===== src/rtl/ifetch_queue_pkg.sv =====
// Shared instruction-fetch-queue constants: default widths, queue depth and reset PC.
// Imported by the fetch queue top and its storage sub-module.
package ifetch_queue_pkg;

   localparam int IFQ_ADDR_W  = 32;
   localparam int IFQ_INSTR_W = 32;
   localparam int IFQ_DEPTH   = 4;
   localparam logic [IFQ_ADDR_W-1:0] IFQ_RESET_PC = '0;

   // Occupancy counters need one extra bit so that "full" (== DEPTH) is representable.
   function automatic int ifq_cnt_w(input int depth);
      return $clog2(depth) + 1;
   endfunction

endpackage


===== src/rtl/ifetch_queue_fifo_sync.sv =====
// Single-clock FIFO with synchronous flush and occupancy count; the head entry is read
// straight from the storage registers so the consumer sees registered values.
module fifo_sync
   import ifetch_queue_pkg::*;
#(
   parameter int WIDTH = 64,
   parameter int DEPTH = 4
) (
   input  logic                     clk,
   input  logic                     reset,
   input  logic                     flush,
   input  logic                     push,
   input  logic                     pop,
   input  logic [WIDTH-1:0]         wdata,
   output logic [WIDTH-1:0]         rdata,
   output logic                     valid,
   output logic [$clog2(DEPTH):0]   count
);

   localparam int PTR_W = $clog2(DEPTH);
   localparam int CNT_W = ifq_cnt_w(DEPTH);

   logic [WIDTH-1:0] mem [DEPTH];
   logic [PTR_W-1:0] wr_ptr;
   logic [PTR_W-1:0] rd_ptr;
   logic [CNT_W-1:0] cnt;
   logic             full;
   logic             do_push;
   logic             do_pop;

   assign full    = (cnt == CNT_W'(DEPTH));
   assign do_pop  = pop && (cnt != '0);
   // A flush discards whatever would have been written this cycle as well.
   assign do_push = push && (!full || do_pop) && !flush;

   always_ff @(posedge clk or posedge reset) begin
      if (reset) begin
         wr_ptr <= '0;
         rd_ptr <= '0;
         cnt    <= '0;
      end else if (flush) begin
         wr_ptr <= '0;
         rd_ptr <= '0;
         cnt    <= '0;
      end else begin
         if (do_push) wr_ptr <= wr_ptr + PTR_W'(1);
         if (do_pop)  rd_ptr <= rd_ptr + PTR_W'(1);
         cnt <= cnt + CNT_W'(do_push) - CNT_W'(do_pop);
      end
   end

   always_ff @(posedge clk) begin
      if (do_push) mem[wr_ptr] <= wdata;
   end

   assign rdata = mem[rd_ptr];
   assign valid = (cnt != '0);
   assign count = cnt;

endmodule


===== src/rtl/ifetch_queue.sv =====
// Instruction fetch queue: issues sequential reads to a 1-cycle synchronous instruction RAM,
// buffers {pc, instr} responses for decode, and handles redirects by flushing and killing.
module ifetch_queue
   import ifetch_queue_pkg::*;
#(
   parameter int ADDR_W  = IFQ_ADDR_W,
   parameter int INSTR_W = IFQ_INSTR_W,
   parameter int DEPTH   = IFQ_DEPTH,
   parameter logic [ADDR_W-1:0] RESET_PC = ADDR_W'(IFQ_RESET_PC)
) (
   input  logic                     clk,
   input  logic                     reset,
   input  logic                     en,
   input  logic                     redirect_valid,
   input  logic [ADDR_W-1:0]        redirect_addr,
   output logic                     imem_req,
   output logic [ADDR_W-1:0]        imem_addr,
   input  logic [INSTR_W-1:0]       imem_rdata,
   output logic                     out_valid,
   input  logic                     out_ready,
   output logic [INSTR_W-1:0]       out_instr,
   output logic [ADDR_W-1:0]        out_pc,
   output logic [$clog2(DEPTH):0]   out_count
);

   localparam int CNT_W = ifq_cnt_w(DEPTH);
   localparam int Q_W   = ADDR_W + INSTR_W;
   localparam logic [ADDR_W-1:0] PC_STEP   = ADDR_W'(INSTR_W / 8);
   localparam logic [CNT_W:0]    DEPTH_LIM = (CNT_W + 1)'(DEPTH);

   // Sequential successor; the adder simply drops the carry so the PC wraps at 2^ADDR_W.
   function automatic logic [ADDR_W-1:0] pc_advance(input logic [ADDR_W-1:0] pc);
      return pc + PC_STEP;
   endfunction

   logic [ADDR_W-1:0] fetch_pc_p0;
   logic [ADDR_W-1:0] rsp_pc_p1;
   logic              vld_p1;
   logic [CNT_W-1:0]  q_count;
   logic              q_valid;
   logic [Q_W-1:0]    q_rdata;
   logic              credit_ok;
   logic              issue;
   logic              push;
   logic              pop;

   // ---- p0: address select and issue ----
   assign imem_addr = redirect_valid ? redirect_addr : fetch_pc_p0;

   // The in-flight response already owns a slot, so a push can never find the queue full.
   assign credit_ok = ({1'b0, q_count} + (CNT_W + 1)'(vld_p1)) < DEPTH_LIM;
   assign issue     = en && !reset && credit_ok;
   assign imem_req  = issue;

   always_ff @(posedge clk or posedge reset) begin
      if (reset) begin
         fetch_pc_p0 <= RESET_PC;
         vld_p1      <= 1'b0;
      end else begin
         vld_p1 <= issue;
         if (issue)
            fetch_pc_p0 <= pc_advance(imem_addr);
         else if (redirect_valid)
            fetch_pc_p0 <= redirect_addr;
      end
   end

   always_ff @(posedge clk) begin
      if (issue) rsp_pc_p1 <= imem_addr;
   end

   // ---- p1: RAM data returns; a redirect now kills it and flushes the queue ----
   assign push = vld_p1 && !redirect_valid;
   assign pop  = q_valid && out_ready;

   fifo_sync #(
      .WIDTH (Q_W),
      .DEPTH (DEPTH)
   ) u_fifo (
      .clk   (clk),
      .reset (reset),
      .flush (redirect_valid),
      .push  (push),
      .pop   (pop),
      .wdata ({rsp_pc_p1, imem_rdata}),
      .rdata (q_rdata),
      .valid (q_valid),
      .count (q_count)
   );

   // ---- p2: registered queue head to decode ----
   assign out_valid           = q_valid;
   assign {out_pc, out_instr} = q_rdata;
   assign out_count           = q_count;

endmodule


===== config.mk =====
export PLATFORM = sky130hd
export DESIGN_NAME = ifetch_queue
export DESIGN_NICKNAME = d
export VERILOG_FILES = /design/src/rtl/ifetch_queue_pkg.sv /design/src/rtl/ifetch_queue_fifo_sync.sv /design/src/rtl/ifetch_queue.sv
export SDC_FILE = /design/constraint.sdc
export NUM_CORES = 1
export LEC_CHECK = 0
export CORE_ASPECT_RATIO = 0.8
export CORE_MARGIN = 5
export CORE_UTILIZATION = 61
export CTS_BUF_LIST = sky130_fd_sc_hd__clkbuf_2 sky130_fd_sc_hd__clkbuf_4 sky130_fd_sc_hd__clkbuf_8
export CTS_CLUSTER_DIAMETER = 80
export DETAILED_ROUTE_END_ITERATION = 10
export PLACE_DENSITY = 0.93
export SLEW_MARGIN = 40
export SYNTH_ARGS = -nofsm -noshare
export SYNTH_HDL_FRONTEND = slang
export SYNTH_HIERARCHICAL = 1
export SYNTH_SLANG_ARGS = --single-unit

===== constraint.sdc =====
create_clock -name clk -period 7.9 [get_ports clk]
set_input_delay 1.58 -clock clk [delete_from_list [all_inputs] [get_ports clk]]
set_output_delay 1.58 -clock clk [all_outputs]
set_load 0.01 [all_outputs]

==> reports/qor.csv <==
metric,value,unit
status,completed,
Finished Layout Cells,1131,
Syn Nets,692,
Vias,6667,
Max clock buf depth,3,
ant diodes,0,
Clock Latency Late Sink,0.55,ns
share of the synthesized area in the top cell type,67.4,%
vias in the first global route,7274,
Site Rows,47,
commonest cells in the netlist,"edfxtp_1 (288), mux4_2 (64), dfrtp_1 (40)",
CP Capture Type,primary output,
Setup Buffers After CTS,0,
H-tree depth,2,
Post-Synthesis Cells,615,
post-synthesis sequential area ratio,75.2,%
CTS Hold Buffers Added,0,
Final Max Tran Viols,0,
IO Count,170,
All-Layer GR Usage,23.2,%
setup_tns,0,ns
min Tclk post-route,5.30,ns
Synth Register Bits,328,
core area,20700,um2
fraction of registers with async set/reset,12.2,%
Worst Max-Slew Pin Slew,0.743,ns
number of remaining DRC errors,0,
Area Growth Syn to Fin,23.6,%
top_reg_cell synth,edfxtp_1,
IO Port Bufs,169,
Synth Cell Area,12800,um2
Fmax,0.189,GHz
Worst EP arrival,3.72,ns
P_leak,5.31,nW
Max-Cap Viols,0,
first-pass GRT wire length,42300,um
post-placement worst setup slack,2.61,ns
pwr dens,226,nW/um2
"EDFF count, synth",288,
ranking of synthesized cells by area,"edfxtp_1 (67%), mux4_2 (11%), dfrtp_1 (7.8%), mux2_2 (2.5%), xor2_1 (1.2%)",
crit path kind,input pin to primary output,
min-delay src,rsp_pc_p1[5],
clock skew,0.0253,ns
final setup vio count,0,
top-count cell post-synth,edfxtp_1,
hold-critical path depth,0,
area of the multi-input gates,2990,um2
Die Area,24000,um2
Seq. cell area,9660,um2
initial antenna violation count,1,
peak supply drop,0.000154,V
nets,898,
crit share post-route,67.1,%
Via density,5.89,
Avg Inst Size Synth,20.9,um2
R2R Setup Slk,4.96,ns
clock slew at reported path FFs,0.06,ns
first drt pass iteration count,5,
Die X,172,um
drt wl/cell,24.1,um
worst min path class,flip-flop to flip-flop,
hold endpoint,u_fifo/mem[3][37],
Clock Sinks,328,
worst path required time,6.32,ns
Yosys warning total,6,
initial core utilization,62.0,%
Util after Layout,76.6,%
largest net degree at the start of global routing,44,
worst r2r src,u_fifo/count[1],
crit path launch type,input pin,
fraction of layout cells with a size suffix above 1,23.1,%
Cells after DPL,1039,
root buf cell,clkbuf_8,
final RePlAce weighted congestion,0.931,
max_slew headroom,50.5,%
final worst slack,2.60,ns
GR Overflow Total,0,
Worst Path Max Fanout,43,
R2R Path End,u_fifo/count[2],
count of different cell masters after synthesis,51,
# fillers,1127,
"area leader, netlist",edfxtp_1,
RSZ-0062 raised after global routing,false,
final wirelength,27300,um
drt first-iter violations,446,
post-CTS sizing,0,
CTS buffer count,49,
Hold Fails Final Rpt,0,
CTS tree,done,
Die Ht,140,um
DRT antenna net count,0,
DP HPWL,17700,um
R2R cell count,12,
==> state kept, by name (all words and copies together), names as in the netlist <==
register and flops:
u_fifo/wr_ptr 2, u_fifo/count 3, rsp_pc_p1 32, u_fifo/rd_ptr 2, vld_p1 1, u_fifo/mem 256, fetch_pc_p0 32
==> critical path, stage by stage <==
cell	delay, ns
buf_2	0.55
buf_4	0.52
mux2i_1	0.42
inv_1	0.10
clkdlybuf4s50_1	0.50
==> placed cells by master, fill, tap and decap left out, types with 2 or more instances in the layout <==
cell type,n
dfrtp_4,2
clkbuf_4,17
nor2b_1,5
nand2_1,13
a21boi_1,2
mux4_2,64
xor2_1,17
clkdlybuf4s50_1,168
nand3b_1,11
and3_1,2
dfrtp_1,38
inv_1,9
clkinv_1,10
a22o_1,2
ha_1,7
edfxtp_1,288
xnor2_1,16
nand4b_1,4
nor3b_1,2
and2_4,4
a21o_1,2
a32o_1,2
and2_1,4
clkinv_2,4
nor3_1,3
nand4_1,4
a22oi_1,2
buf_4,5
buf_12,4
nand2b_1,3
nor2_1,14
mux2i_1,3
nand3_1,17
o21ai_0,3
mux2_2,29
clkbuf_8,59
==> cells by family after synthesis <==
logic type	Yosys count	share of synthesized area [%]
adder cells (fa/ha/maj)	8	0.839
buffers and inverters	32	1.56
XOR/XNOR	33	2.25
AND/OR/NAND/NOR	97	4.75
flip-flops	328	75.2
AO/OA/AOI/OAI	20	1.27
multiplexers	97	14.1
==> layer usage <==
metal / GRT usage [%] / vias up / part of all wire [%]
met4: 5.29 / 2 / 1.2
met2: 38.0 / 307 / 51
met1: 31.5 / 3420 / 39
met5: 0 / - / 0.048
li1: - / 2903 / -
met3: 6.89 / 35 / 9.7
==> power by group <==
part,switching [mW],internal [mW],total [mW]
combinational,0.108,0.119,0.226
clock,0.607,0.790,1.40
sequential,0.0275,1.93,1.96
total,0.743,2.84,3.58
==> worst max-delay path by stage <==
stage | slack [ns] | startpoint | to
after floorplan | 3.32 | redirect_valid | u_fifo/mem[0][0]
after global placement | 2.65 | redirect_valid | imem_addr[22]
after detailed placement | 2.61 | redirect_valid | imem_addr[22]
after CTS | 2.60 | redirect_valid | imem_addr[22]
after global routing | 2.45 | redirect_valid | imem_addr[22]
final | 2.60 | redirect_valid | imem_addr[22]
==> metrics by stage <==
step | total power, mW | hold WS (ns) | area, um2
2_1_floorplan | 2.09 | 0.459 | 12800
3_3_place_gp | 2.21 | 0.469 | 14700
3_5_place_dp | 2.22 | 0.483 | 14800
4_1_cts | 3.62 | 0.495 | 15900
5_1_grt | 3.73 | 0.520 | 15900
6_report | 3.58 | 0.498 | 15900
==> cell type report <==
type                       count  area share [%]
clock inverter                16           0.600
sequential                   328            60.9
timing repair buffer         178            11.4
clock buffer                  76            5.93
multi-input combinational    255            18.9
tap                          269            2.12
inverter                       9           0.213
Power figures use the tool's default switching activity.
==> RTL change 1: new RTL, same flow settings <==
The package constant `IFQ_DEPTH` goes from 4 to 8.
--- a/src/rtl/ifetch_queue_pkg.sv
+++ b/src/rtl/ifetch_queue_pkg.sv
@@ -5,5 +5,5 @@
    localparam int IFQ_ADDR_W  = 32;
    localparam int IFQ_INSTR_W = 32;
-   localparam int IFQ_DEPTH   = 4;
+   localparam int IFQ_DEPTH   = 8;
    localparam logic [IFQ_ADDR_W-1:0] IFQ_RESET_PC = '0;
 
Interface: changed (resized out_count); port bits go from 170 to 171. The function was not compared with the original's and may differ.
==> RTL change 1 against the unedited design <==
Synthesized area grew 80%. Combinational power grew to 4.4 times the old value. Sequential cell count grew 259. Core utilization shrank 3.7 points. Worst setup slack gained 45 ps. Wire length grew 71%. Design area grew 71%. Power grew 95%. Sequential power grew 84%.
==> RTL change 1: results (changes against the unedited design) <==
status:
  status: "complete, no violations"
cts:
  cts_buffers: 86  # +76%
  cts_resized: 0  # unchanged
  clkTransAtPathRegs_ps: 60  # about the same
  insertion_delay_ps: 630  # +80 ps
  cts.path.max_buffers: 3  # unchanged
  post_cts_buffers: 0  # unchanged
  cts_root_buf: "clkbuf_8"
  h-tree-depth: 3  # +1
route:
  postRouteAntennaNets: 0  # unchanged
  top_layer: "met4"
  wl_met3_um: 3230  # +23%
  vias_per_cell: 6.09  # +3.4%
  dr.pass1.iters: 5  # unchanged
  wl_per_cell_um: 25.2  # +4.4%
  met2_length_um: 23400  # +70%
  wirelength_met1_um: 19200  # +83%
  initialDrtViolationCount: 978  # +120%
hold_path:
  hp-class: "reg -> reg"
global_routing:
  grtUsageTotal: 0.230  # -0.00208
  grt_pass1_vias: 12100  # +66%
  antenna_found_initial: 0  # -1
  grt_max_degree: 81  # +84%
  grt_pass1_wl_um: 72200  # +71%
place:
  post-place-ws_ps: 2660  # +48.6 ps
  hpwl_um: 26800  # +52%
  portBuffers: 170  # +0.59%
  gp_congestion: 0.842  # -9.6%
pwr:
  power.leakage_nw: 8.66  # +63%
  vdd_drop_max_mv: 0.201  # +30%
synthesis:
  synth_nets: 1147  # +66%
  synthArstFlopShare: 0.0733  # -0.0487
  ys_types: 54  # +5.9%
  ys_seq_area_frac: 0.755  # +0.00246
  synth.area.top_cells: "edfxtp_1, mux4_2, dfrtp_1, mux2_2, xnor2_1"
  ys.flop_type: "edfxtp_1"
  yosysWarnings: 6  # unchanged
  synth_common_cells: "edfxtp_1, mux4_2, mux2_2"
  synth_edf_count: 544  # +89%
timing:
  maxSlewViolCount: 0  # unchanged
  fin_skew_ps: 22.9  # -2.47 ps
  slew_headroom: 0.449  # -0.0556
final_layout:
  fillers: 2072  # +84%
  drive_gt1_frac: 0.287  # +0.0557
  nets: 1381  # +54%
  antennaDiodeCount: 0  # unchanged
  largestRegisters: "u_fifo/mem: 512 flops, fetch_pc_p0: 32 flops, rsp_pc_p1: 32 flops"
setup_path:
  critPathMaxFanout: 51  # +19%
  cp.arrival_ps: 3670  # -50 ps
RTL change 1: cell count changes in the layout (fill, tap and decap cells not counted), sizes merged, moves of 6 or more:
cell    unedited run  this run
a21oi              0         6
buf               10        22
clkbuf            76       123
clkinv            14        25
edfxtp           288       544
inv                9        25
mux2              30        88
mux2i              3         9
mux4              64       128
nor2b              5        13
nor3               3        11
xor2              17         9
RTL change 1: area by class of cell:
type	count	area (sq um)	share of cell area
tap	487	609	0.0225
clock inverter	31	194	0.00715
inverter	21	78.8	0.00290
timing repair buffer	191	1960	0.0724
sequential	587	17400	0.642
clock buffer	123	1500	0.0552
multi-input combinational	415	5370	0.198
RTL change 1: worst paths after layout:
kind | from | to | slack [ps] | cells after the start
max | redirect_valid | imem_addr[9] | 2650 | 5
min | fetch_pc_p0[0]$_DFF_PP0_ | fetch_pc_p0[0]$_DFF_PP0_ | 520 | 1
max reg2reg | u_fifo/count[2]$_DFF_PP0_ | u_fifo/count[1]$_DFF_PP0_ | 4190 | 13
min reg2reg | fetch_pc_p0[0]$_DFF_PP0_ | fetch_pc_p0[0]$_DFF_PP0_ | 520 | 1
max in group asynchronous | reset | fetch_pc_p0[30]$_DFF_PP0_ | 6100 | 3
min in group asynchronous | reset | u_fifo/wr_ptr[1]$_DFFE_PP0P_ | 1340 | 2
RTL change 1: logic make-up (layout without fill, tap and decap cells):
group | Yosys count | count (layout) | synth area share
DFF | 587 | 587 | 0.755
muxes | 225 | 225 | 0.172
and+or+nand+nor | 120 | 120 | 0.0313
buffers and inverters | 66 | 366 | 0.0159
AOI/OAI and AO/OA | 31 | 31 | 0.00955
xor gates and xnor gates | 29 | 29 | 0.0110
adders and majority gates | 10 | 10 | 0.00575
RTL change 1: critical path: stages:
cell and delay (ps):
buf_2 480, buf_4 570, mux2i_1 400, inv_1 100, clkdlybuf4s50_1 500
RTL change 1: power by group:
group	internal [mW]	leakage [nW]	switching (mW)
registers	3.49	5.42	0.103
clock network	1.29	0.899	1.08
logic	0.539	2.34	0.464
total	5.32	8.66	1.65
RTL change 1: metal layers:
| metal | track usage | vias to the layer above |
|---|---|---|
| met3 | 0.0476 | 79 |
| met2 | 0.369 | 479 |
| met4 | 0.0648 | 0 |
| met1 | 0.332 | 5864 |
| met5 | 0 | - |
| li1 | - | 4880 |
RTL change 1: through the flow:
stage          instance area [sq um]  TNS, ps  std cells  total power, mW
2_1_floorplan                  23100    -4210       1068             4.17
3_3_place_gp                   25300        0       1696             4.62
3_5_place_dp                   25400        0       1700             4.67
4_1_cts                        27100        0       1854             7.04
5_1_grt                        27100        0       1855             7.27
6_report                       27100        0       1855             6.97
==> RTL change 2: new RTL, same settings <==
Made on the original files. Reset style: synchronous (`reset`), changed in 2 clocked blocks.
--- a/src/rtl/ifetch_queue_fifo_sync.sv
+++ b/src/rtl/ifetch_queue_fifo_sync.sv
@@ -34,5 +34,5 @@
    assign do_push = push && (!full || do_pop) && !flush;
 
-   always_ff @(posedge clk or posedge reset) begin
+   always_ff @(posedge clk) begin
       if (reset) begin
          wr_ptr <= '0;
--- a/src/rtl/ifetch_queue.sv
+++ b/src/rtl/ifetch_queue.sv
@@ -53,5 +53,5 @@
    assign imem_req  = issue;
 
-   always_ff @(posedge clk or posedge reset) begin
+   always_ff @(posedge clk) begin
       if (reset) begin
          fetch_pc_p0 <= RESET_PC;
Formal check against the unedited RTL: differs if reset is asserted again (counterexample within 4 cycles, from zero or initial values and one cycle with reset high); with reset held inactive, the same outputs for 4 cycles.
==> RTL change 2 against the unedited design <==
First-iteration DRC count up 40%. Die area increased by 1.2%. Core utilization fell by 0.29 points. Register-to-register slack worse by 360 ps. Worst setup slack lost 20 ps. Wire length increased by 2.5%. Synthesized area rose by 1.3%. Power is 4.1% lower. Design area up 0.18%. Clock power is 6% lower. Sequential cell count grew 2. Critical path type unchanged.
==> RTL change 2: results (changes against the unedited design) <==
cts:
  cts.path.max_buffers: 3  # unchanged
  cts_resized: 0  # unchanged
  cts_buffers: 48  # -2.0%
  post_cts_buffers: 0  # unchanged
final_layout:
  drive_gt1_frac: 0.227  # -0.00374
  stdcell_count: 1176  # +4.0%
  fillers: 1156  # +2.6%
route:
  met2_length_um: 13700  # -0.83%
  top_layer: "met4"
  drt-total-wl_um: 27900  # +2.5%
  wirelength_met1_um: 11300  # +7.8%
  initialDrtViolationCount: 625  # +40%
  vias: 7217  # +8.2%
place:
  post-place-ws_ps: 2610  # -0.170 ps
  hpwl_um: 18000  # +2.1%
  dpl_cell_area_sq_um: 14900  # +0.83%
  gp_congestion: 0.851  # -8.6%
global_routing:
  grt_util_met2: 0.382  # +0.00131
  grtUsageMet3: 0.0541  # -0.0147
  antenna_found_initial: 0  # -1
  grt_pass1_wl_um: 43800  # +3.3%
  grtUsageTotal: 0.231  # -0.00119
  grt_max_degree: 48  # +9.1%
  grt_pass1_vias: 7705  # +5.9%
  use_met1: 0.316  # +0.000683
pwr:
  power.leakage_nw: 5.22  # -1.6%
synthesis:
  synthArstFlopShare: 0  # -0.122
  synth.area.top_cells: "edfxtp_1, mux4_2, dfxtp_1, mux2_2, buf_12"
  synth_xor_area_frac: 0.0101  # -0.0124
  synthMuxAreaShare: 0.139  # -0.00183
  synth_compound_area_frac: 0.0246  # +0.0120
  ys_seq_area_frac: 0.730  # -0.0221
  syn_area_per_cell_sq_um: 19.5  # -6.7%
  synthAdderAreaFrac: 0.00828  # -0.000109
  synth_common_cells: "edfxtp_1, mux4_2, dfxtp_1"
  ys_types: 64  # +25%
setup_path:
  worstReg2RegEnd: "u_fifo/count[2]$_SDFF_PP0_"
  r2r-start: "u_fifo/count[2]$_SDFF_PP0_"
  critPathMaxStageDelay_ps: 600  # +50 ps
  reg2regPathDepth: 13  # +1
  critPathMaxFanout: 40  # -7.0%
  cp.arrival_ps: 3740  # +20 ps
  r2r_setup_slack_ps: 4600  # -360 ps
timing:
  layout_setup_ws_ps: 2580  # -20.0 ps
  holdWs_ps: 499  # +1.55 ps
  worst_slew_pin_slew_ps: 793  # +49.7 ps
  fin_skew_ps: 20.5  # -4.85 ps
hold_path:
  min_to: "u_fifo/mem[1][63]$_DFFE_PP_"
  min-delay-start: "rsp_pc_p1[31]$_DFFE_PP_"
floorplan:
  die_x_um: 173  # +0.62%
status:
  status: "complete, no violations"
==> RTL change 2: cell count changes after synthesis, sizes merged, moves of 8 or more <==
cell,delta
a21oi,+8
dfrtp,-40
dfxtp,+42
nand3b,-9
nor2,+8
nor3,+14
o21ai,+9
xor2,-11
==> RTL change 2: power breakdown <==
group	internal, mW	switching (mW)	leakage (nW)
Clock	0.714	0.598	0.517
Combinational	0.0938	0.0892	1.74
Sequential	1.92	0.0172	2.96
==> RTL change 2: stage by stage <==
stage	util	power, mW
3_5_place_dp	0.718	2.16
2_1_floorplan	-	2.05
6_report	0.763	3.43
5_1_grt	0.763	3.57
3_3_place_gp	0.713	2.15
4_1_cts	0.763	3.46
==> RTL change 2: worst max-delay path by stage <==
stage / endpoint / start / depth (start not counted)
2_1_floorplan: imem_req / reset / 3
3_3_place_gp: imem_addr[27] / redirect_valid / 5
3_5_place_dp: imem_addr[27] / redirect_valid / 5
4_1_cts: imem_addr[27] / redirect_valid / 5
5_1_grt: imem_addr[27] / redirect_valid / 5
6_report: imem_addr[27] / redirect_valid / 5
==> RTL change 2: worst register-to-register path, cell delays in order, from the launching register on <==
cell and delay [ps]:
dfxtp_1 600, or3_1 210, and2_1 240, nor4b_2 100, nor3_1 520, inv_1 120, ha_1 310, inv_1 60
ha_1 130, inv_1 50, fa_1 400, xnor2_1 160, xnor2_1 140, and2_1 160
==> RTL change 2: area by class of cell <==
| cell class | count | area [sq um] | share of cell area |
|---|---|---|---|
| clock buffers | 75 | 888 | 0.0559 |
| clock inverters | 12 | 55.1 | 0.00347 |
| inverters | 12 | 45.0 | 0.00284 |
| multi-input cells | 300 | 3240 | 0.204 |
| flip-flops and latches | 330 | 9500 | 0.598 |
| well taps | 269 | 337 | 0.0212 |
| repair buffers | 178 | 1820 | 0.115 |
